<file path="src/rtl/turbosound_mixer_n.sv">
// Time-multiplexed N-chip PSG+FM stereo mixer with one final saturation.
// Optional saturation-event counter: define TSMIX_OVF_COUNT_EN.
module turbosound_mixer_n #(
    parameter int NUM_CHIPS = 2,
    parameter int PSG_W     = 8,
    parameter int FM_W      = 16,
    parameter int OUT_W     = 12
) (
    input  logic                      CLK,
    input  logic                      RESET_s,
    input  logic                      CE_SAMPLE,
    input  logic                      CFG_WR,
    input  logic [7:0]                CFG_DI,
    input  logic                      FM_ENA,
    input  logic [NUM_CHIPS*PSG_W-1:0] PSG_A,
    input  logic [NUM_CHIPS*PSG_W-1:0] PSG_B,
    input  logic [NUM_CHIPS*PSG_W-1:0] PSG_C,
    input  logic [NUM_CHIPS*FM_W-1:0]  FM,
    output logic [OUT_W-1:0]          CHANNEL_L,
    output logic [OUT_W-1:0]          CHANNEL_R,
    output logic                      VALID,
    output logic                      BUSY,
    output logic [15:0]               OVF_CNT
);

    localparam int ACC_W  = OUT_W + 4;
    localparam int IDX_W  = (NUM_CHIPS > 1) ? $clog2(NUM_CHIPS) : 1;
    localparam int FM_SH0 = FM_W - OUT_W + 2;
    localparam logic [IDX_W-1:0] LAST = IDX_W'(NUM_CHIPS - 1);
    localparam logic signed [ACC_W-1:0] SAT_HI = ACC_W'((2 ** (OUT_W - 1)) - 1);
    localparam logic signed [ACC_W-1:0] SAT_LO = ~SAT_HI;

    typedef enum logic [1:0] {IDLE, ACCUM, SAT} state_t;

    state_t state, state_nx;

    logic [7:0]                 cfg;
    logic [7:0]                 cfg_q;
    logic                       fm_ena_q;
    logic [NUM_CHIPS*PSG_W-1:0] psg_a_q;
    logic [NUM_CHIPS*PSG_W-1:0] psg_b_q;
    logic [NUM_CHIPS*PSG_W-1:0] psg_c_q;
    logic [NUM_CHIPS*FM_W-1:0]  fm_q;
    logic [IDX_W-1:0]           idx;
    logic signed [ACC_W-1:0]    acc_l;
    logic signed [ACC_W-1:0]    acc_r;

    logic                       start;
    logic [PSG_W-1:0]           ch_a, ch_b, ch_c;
    logic signed [FM_W-1:0]     ch_fm;
    logic signed [FM_W-1:0]     fm_sh;
    logic                       ch_en;
    logic signed [ACC_W-1:0]    ea, eb, ec, fm_x;
    logic signed [ACC_W-1:0]    add_l, add_r;
    logic [OUT_W-1:0]           sat_l, sat_r;

    // The VALID cycle is the SAT->IDLE handoff; a strobe there is dropped.
    assign start = (state == IDLE) && CE_SAMPLE && !VALID;

    function automatic logic [OUT_W-1:0] clamp(input logic signed [ACC_W-1:0] v);
        if (v > SAT_HI)
            return SAT_HI[OUT_W-1:0];
        else if (v < SAT_LO)
            return SAT_LO[OUT_W-1:0];
        else
            return v[OUT_W-1:0];
    endfunction

    always_ff @(posedge CLK or posedge RESET_s) begin
        if (RESET_s)
            state <= IDLE;
        else
            state <= state_nx;
    end

    always_comb begin
        state_nx = state;
        case (state)
            IDLE:    if (start) state_nx = ACCUM;
            ACCUM:   if (idx == LAST) state_nx = SAT;
            SAT:     state_nx = IDLE;
            default: state_nx = IDLE;
        endcase
    end

    always_comb begin
        ch_a  = '0;
        ch_b  = '0;
        ch_c  = '0;
        ch_fm = '0;
        ch_en = 1'b0;
        for (int i = 0; i < NUM_CHIPS; i++) begin
            if (idx == IDX_W'(i)) begin
                ch_a  = psg_a_q[i*PSG_W +: PSG_W];
                ch_b  = psg_b_q[i*PSG_W +: PSG_W];
                ch_c  = psg_c_q[i*PSG_W +: PSG_W];
                ch_fm = fm_q[i*FM_W +: FM_W];
                ch_en = cfg_q[4+i];
            end
        end
    end

    always_comb begin
        ea    = ACC_W'(ch_a);
        eb    = ACC_W'(ch_b);
        ec    = ACC_W'(ch_c);
        fm_sh = ch_fm >>> (FM_SH0 + int'(cfg_q[3:2]));
        fm_x  = fm_ena_q ? ACC_W'(fm_sh) : '0;
        case (cfg_q[1:0])
            2'b01: begin
                add_l = (ea <<< 1) + ec + fm_x;
                add_r = (eb <<< 1) + ec + fm_x;
            end
            2'b10: begin
                add_l = ea + eb + ec + fm_x;
                add_r = ea + eb + ec + fm_x;
            end
            default: begin
                add_l = (ea <<< 1) + eb + fm_x;
                add_r = (ec <<< 1) + eb + fm_x;
            end
        endcase
    end

    assign sat_l = clamp(acc_l);
    assign sat_r = clamp(acc_r);

    always_ff @(posedge CLK or posedge RESET_s) begin
        if (RESET_s) begin
            cfg       <= 8'hF0;
            cfg_q     <= 8'hF0;
            fm_ena_q  <= 1'b0;
            psg_a_q   <= '0;
            psg_b_q   <= '0;
            psg_c_q   <= '0;
            fm_q      <= '0;
            idx       <= '0;
            acc_l     <= '0;
            acc_r     <= '0;
            CHANNEL_L <= '0;
            CHANNEL_R <= '0;
            VALID     <= 1'b0;
            BUSY      <= 1'b0;
        end else begin
            VALID <= 1'b0;
            if (CFG_WR)
                cfg <= CFG_DI;
            case (state)
                IDLE: begin
                    if (start) begin
                        cfg_q    <= cfg;
                        fm_ena_q <= FM_ENA;
                        psg_a_q  <= PSG_A;
                        psg_b_q  <= PSG_B;
                        psg_c_q  <= PSG_C;
                        fm_q     <= FM;
                        idx      <= '0;
                        acc_l    <= '0;
                        acc_r    <= '0;
                        BUSY     <= 1'b1;
                    end
                end
                ACCUM: begin
                    if (ch_en) begin
                        acc_l <= acc_l + add_l;
                        acc_r <= acc_r + add_r;
                    end
                    idx <= idx + 1'b1;
                end
                SAT: begin
                    CHANNEL_L <= sat_l;
                    CHANNEL_R <= sat_r;
                    VALID     <= 1'b1;
                    BUSY      <= 1'b0;
                end
                default: ;
            endcase
        end
    end

`ifdef TSMIX_OVF_COUNT_EN
    logic clip;

    assign clip = (ACC_W'($signed(sat_l)) != acc_l) ||
                  (ACC_W'($signed(sat_r)) != acc_r);

    always_ff @(posedge CLK or posedge RESET_s) begin
        if (RESET_s)
            OVF_CNT <= '0;
        else if (CFG_WR && CFG_DI == 8'h00)
            OVF_CNT <= '0;
        else if (state == SAT && clip && OVF_CNT != 16'hFFFF)
            OVF_CNT <= OVF_CNT + 16'd1;
    end
`else
    assign OVF_CNT = '0;
`endif

endmodule

</file>
<file path="config.mk">
export PLATFORM = sky130hd
export DESIGN_NAME = turbosound_mixer_n
export DESIGN_NICKNAME = d
export VERILOG_FILES = /design/src/rtl/turbosound_mixer_n.sv
export SDC_FILE = /design/constraint.sdc
export NUM_CORES = 1
export LEC_CHECK = 0
export CORE_ASPECT_RATIO = 0.6
export CORE_MARGIN = 3
export CORE_UTILIZATION = 30
export CTS_CLUSTER_SIZE = 40
export DETAILED_ROUTE_END_ITERATION = 6
export HOLD_SLACK_MARGIN = 0.15
export SYNTH_ARGS = -nofsm -noshare
export SYNTH_HDL_FRONTEND = slang
export SYNTH_SLANG_ARGS = --single-unit
</file>
<file path="constraint.sdc">
create_clock -name CLK -period 8.6 [get_ports CLK]
set_clock_uncertainty 0.15 [all_clocks]
set_input_delay 1.29 -clock CLK [delete_from_list [all_inputs] [get_ports CLK]]
set_output_delay 1.29 -clock CLK [all_outputs]
set_load 0.05 [all_outputs]
</file>
# [Word-level counts from Yosys, hierarchy flattened]
# Cells that the tools add are included.
[totals] regBits=154 latch_bits=0 mem_bits_rw=0 mem_bits_ro=0 in_bits=93 output_inout_bits=42 wordCells=78 memories=0
[op_classes] addsub=15 n_mul=0 div_mod_pow=0 n_lt_le_gt_ge=4 eq_ne=7 shift=1 mux=25 n_bitwise=0 n_reduce_logical=11
[op_table] cell="one-hot mux 16 bit (2 select lines)" n=4
[op_table] cell="adder 11 x 16 -> 16 bit" n=5
[op_table] cell="two-way mux 16 bit" n=5
[op_table] cell="adder 9 x 8 -> 10 bit" n=5
[op_table] cell="two-way mux 12 bit" n=4
[op_table] cell="adder 16 bit" n=2
[op_table] cell="greater-than comparator 16 x 12 -> 1 bit (second input constant)" n=2
[op_table] cell="< comparator 16 x 12 -> 1 bit (second input constant)" n=2
[op_table] cell="two-way mux 8 bit" n=3
[op_table] cell=">>> shifter 16 x 4 -> 16 bit" n=1
[op_table] cell="adder 8 x 8 -> 9 bit" n=1
[op_table] cell="AND reduction 2 bit" n=4
[op_table] cell="inequality test 2 bit (second input constant)" n=3
[op_table] cell="adder 3 x 2 -> 4 bit (first input constant)" n=1
[op_table] cell="equality test 2 x 1 -> 1 bit (second input constant)" n=2
[op_table] cell="equality test 2 bit (second input constant)" n=2
[op_table] cell="two-way mux 1 bit" n=4
[op_table] cell="two-way mux 2 bit" n=2
[op_table] cell="one-hot mux 1 bit (2 select lines)" n=2
[op_table] cell="one-hot mux 2 bit (2 select lines)" n=1
[op_table] cell="nonzero test 2 bit" n=2
[op_table] cell="AND reduction 3 bit" n=1
[op_table] cell="logical AND 1 bit" n=2
[op_table] cell="zero test 2 bit" n=1
[op_table] cell="2 further kinds" n=2

# [Logic depth before layout (Yosys ltp)]
[logic_depth] ltp_word=8 mapped_depth=30 depth_no_buf=27

# [Worst setup path before layout]
# Ideal clock, no wire load.
[synth_path] path_type="reg-to-reg" start="reg idx" end="reg acc_l[15]" setup_time_ns=0.079 arrival_ns=6.124 required_ns=8.371 setup_slack_ns=2.247 stages_incl_launch_ff=29 n_path_buf=3 period_less_slack_ns=6.353 path_cell_list="dfrtp_1 > buf_2 > buf_2 > clkbuf_1 > mux2i_1 > fa_1 > inv_1 > ha_1 > fa_1 > a21o_1 > a21oi_1 > nor2b_1 > o21a_1 > o21ai_0 > a21oi_1 > ha_1 > a211oi_2 > nand2_1 > o21a_1 > a21boi_1 > xnor2_1 > ha_1 > a21oi_2 > a21oi_1 > or4b_1 > o21ai_2 > nor3b_1 > o31a_1 > mux2i_1"
[synth_via] elab_chain_len=8 elab_cells_between_ends=20 cone_classes="8 x add/sub; 1 x eq/ne; 1 x shift; 9 x mux; 1 x reduce/logical"
[synth_lines] item="from (decl)" line_no="44" text="logic [IDX_W-1:0] idx;"
[synth_lines] item="from (signal assigned)" line_no="168" text="idx <= idx + 1'b1;"
[synth_lines] item="two-way mux 8 bit / two-way mux 16 bit (equally long branches)" line_no="93" text="if (idx == IDX_W'(i)) begin"
[synth_lines] item="adder 8 x 8 -> 9 bit / >>> shifter 16 x 4 -> 16 bit (equally long branches)" line_no="115, 107"
[synth_lines] item="adder 9 x 8 -> 10 bit / two-way mux 16 bit (equally long branches)" line_no="115, 108"
[synth_lines] item="adder 11 x 16 -> 16 bit, on equally long branches" line_no="115, 111, 119"
[synth_lines] item="one-hot mux 16 bit (2 select lines)" line_no="109" text="case (cfg_q[1:0])"
[synth_lines] item="adder 16 bit" line_no="165" text="acc_l <= acc_l + add_l;"
[synth_lines] item="two-way mux 16 bit" line_no="164" text="if (ch_en) begin"
[synth_lines] item="one-hot mux 16 bit (2 select lines)" line_no="148" text="case (state)"
[synth_lines] item="to (signal assigned)" line_no="165"
[synth_lines] item="to (decl)" line_no="45" text="logic signed [ACC_W-1:0] acc_l;"
# Parallel ways exist; a longest one is shown, timed or not. The select of a mux whose other input is x is not followed.
# A chain may end at the register's enable or synchronous reset.

# [Worst setup path in the final report]
# Same ends and word-level chain as after synthesis.

==> impl_summary.txt <==
----------------------------------------------------
[Die]
  Area of the die ... 37,500 um2
  I/O Pins ... 135
  Initial Util ... 0.308
  Die outline width ... 248 um
  Number of core rows ... 52
  Die Ht ... 151 um
  Placeable Area ... 34,200 um2

[Clock network]
  CTS resizes ... 0
  Worst-Skew Late Latency ... 0.44 ns
  Number of clock buffers inserted by TritonCTS ... 17
  Number of clock sinks ... 142
  Root buffer cell ... sky130_fd_sc_hd__clkbuf_16
  Post-CTS Setup Inserts ... 0
  Hold Buf Count CTS ... 0
  Clock edge transition at the registers on the reported setup and hold paths ... 0.06 ns
  Clock tree from TritonCTS ... done
  Clk buf depth ... 2
  H-Tree Depth ... 4

[Critical path]
  Kind of start point of the critical path ... flop
  Register-to-register path setup slack ... 1.89 ns
  Kind of end point of the critical path ... flop
  RR Endpoint ... acc_l[15]
  Library cell contributing the largest single delay on the critical path ... sky130_fd_sc_hd__dfrtp_1
  R2r worst-path depth ... 25
  Dominant cell type by count on the critical path ... sky130_fd_sc_hd__ha_1
  Classification of the worst setup path ... flop to flop
  Worst r2r src ... idx
  Data arrival time at the worst-slack endpoint ... 6.88 ns
  Delay of the slowest cell on the worst path ... 0.62 ns
  Largest driver fanout on the critical path ... 10
  Required time worst endpoint ... 8.77 ns

[GRT]
  Largest net degree at the start of global routing ... 86
  Overflow left after global routing ... 0
  Initial antenna violation count ... 0
  First-pass GRT wire length ... 45,100 um
  Number of global-route vias before repair ... 8,381
  Global-route total usage across every layer ... 0.154

[Drt]
  Drt first pass iters ... 5
  Wire length per cell ... 15.9 um
  Count of vias placed by the detailed router ... 8,684
  Final antenna-violating net count ... 0
  Final wirelength ... 28,200 um
  Number of vias per cell ... 4.90
  Remaining design rule violation count ... 0
  Initial detailed-routing violation count ... 468

[Yosys]
  Cell area after technology mapping ... 10,500 um2
  Most common flop cell mapped by yosys ... sky130_fd_sc_hd__dfrtp_1
  Number of synthesized register bits ... 142
  Ys Warns ... 0
  Distinct cell type count after synthesis ... 70
  Synth top area share ... 0.328
  Post-synth EDFFs ... 0
  Most frequently used cell type in the post-synthesis netlist ... sky130_fd_sc_hd__nand2_1
  Seq/Total Area, Yosys ... 0.338
  Top post-synthesis cells by count ... 332 x sky130_fd_sc_hd__nand2_1, 138 x sky130_fd_sc_hd__dfrtp_1, 90 x sky130_fd_sc_hd__ha_1
  Biggest area consumer among synthesized cells ... sky130_fd_sc_hd__dfrtp_1
  Biggest area contributors in the synthesized netlist ... sky130_fd_sc_hd__dfrtp_1 33%, sky130_fd_sc_hd__nand2_1 12%, sky130_fd_sc_hd__ha_1 11%, sky130_fd_sc_hd__mux2_2 4.2%, sky130_fd_sc_hd__o21ai_0 3.9%
  Gate Count Post-Synth ... 1,217
  Avg Inst Size Synth ... 8.65 um2
  Ys async rst share ... 1.00

[Worst hold path]
  Class of the tightest hold or removal check ... flop to flop
  Number of instances on the worst hold path ... 2
  Source of the worst hold timing path ... cfg[4]
  End point of the most critical hold path ... cfg_q[4]

[STA]
  Tightest Pin Transition ... 1.10 ns
  Relative slew slack ... 0.263
  Number of max-slew violations in the final report ... 0
  Period utilization ... 0.781
  Final critical path time including I/O delays and setup ... 6.71 ns
  Highest clock frequency the design can meet ... 149 MHz
  Final TNS setup ... 0 ns
  Total of endpoints with negative setup slack in the final report ... 0
  Final Hold Viols ... 0
  RSZ-0062 raised after global routing ... false

[Final layout]
  Layout Nets ... 1,502
  Area delta synth->final ... 19.6%
  Antenna diode count ... 0
  Share of final-layout standard cells stronger than drive strength 1 ... 0.0882

[Run]
  Max_cap viols ... 0

[Placement]
  Number of buffers inserted by port buffering ... 104
  DP Wirelength ... 21,400 um
  Routability-driven placement congestion ratio ... 0.877

[Outcome]
  Result of the run ... complete, no violations

----------------------------------------------------
[through the flow]
step	instance area [um2]	std cells	hold WS [ns]	utilization	setup WS (ns)
2_1_floorplan	10600	1232	0.283	-	2.25
3_3_place_gp	12000	1742	0.297	0.351	1.95
3_5_place_dp	12000	1742	0.295	0.351	1.97
4_1_cts	12600	1774	0.306	0.369	1.90
5_1_grt	12600	1774	0.324	0.369	1.35
6_report	12600	1774	0.304	0.369	1.89
[cell families after synthesis]
family                   after synthesis  share of synthesized area
AND/OR/NAND/NOR                      467                      0.188
AO/OA/AOI/OAI                        269                      0.165
flip-flops                           142                      0.338
buffers and inverters                108                     0.0450
adder cells (fa/ha/maj)              107                      0.139
multiplexers                          66                     0.0780
XOR/XNOR                              57                     0.0474
other                                  1                   0.000356
[area by class of cell]
cell class	instances	area [um2]
Tap cell	459	574
Timing Repair Buffer	115	1120
Clock buffer	17	425
Multi-Input combinational cell	982	6570
Clock inverter	15	179
Fill cell	3478	21600
Sequential cell	142	3560
Inverter	44	170
[critical path: cells and delay by family (launching register included)]
family                     cells  cell delay (ns)
buffers and inverters          1             0.29
adders and majority gates      5             1.86
xor gates and xnor gates       1             0.12
AOI/OAI and AO/OA             11             2.28
DFF                            1             0.62
and+or+nand+nor                5             0.80
muxes                          2             0.47
[registers in the layout (all words and copies together) (netlist names), 2 cells and up]
| register | count |
|---|---|
| cfg_q | 6 |
| CHANNEL_L | 12 |
| psg_b_q | 16 |
| acc_r | 16 |
| cfg | 6 |
| psg_c_q | 16 |
| CHANNEL_R | 12 |
| fm_q | 20 |
| acc_l | 16 |
| psg_a_q | 16 |
| state | 2 |
[worst max-delay path by stage]
stage               from   endpoint  slack [ns]  depth (start not counted)
finish               idx  acc_l[15]        1.89                         25
global route         idx  acc_r[15]        1.35                         25
CTS                  idx  acc_l[15]        1.90                         25
detailed placement   idx  acc_l[15]        1.97                         25
global placement     idx  acc_l[15]        1.95                         25
floorplan            idx  acc_l[15]        2.25                         28
[cell usage in the layout (no fill, tap or decap), drive strengths merged, types with 4 or more instances in the layout]
cell,instances
nor2b,19
o21a,9
and2,4
dfrtp,138
nand3,13
mux4,9
a211oi,16
o31ai,12
fa,17
a21boi,11
nor3b,4
a21oi,63
mux2i,18
nand2b,18
mux2,39
conb,16
nor3,9
nand2,333
xor2,25
o21bai,7
inv,51
clkbuf,17
buf,11
clkinv,4
nor2,45
or3,7
dfstp,4
o211ai,12
o21ai,92
a21o,17
xnor2,32
ha,90
clkdlybuf4s50,104
[metal layers]
metal  track usage  vias up  wire (um)
met5             0        -          0
met4        0.0396        0        356
met3        0.0251       25       1040
met2         0.216      154      11600
met1         0.239     4159      15200
li1              -     4346          -
Power is not shown: default switching activity piles up to over one toggle a cycle in this logic, so the estimate is an artifact.
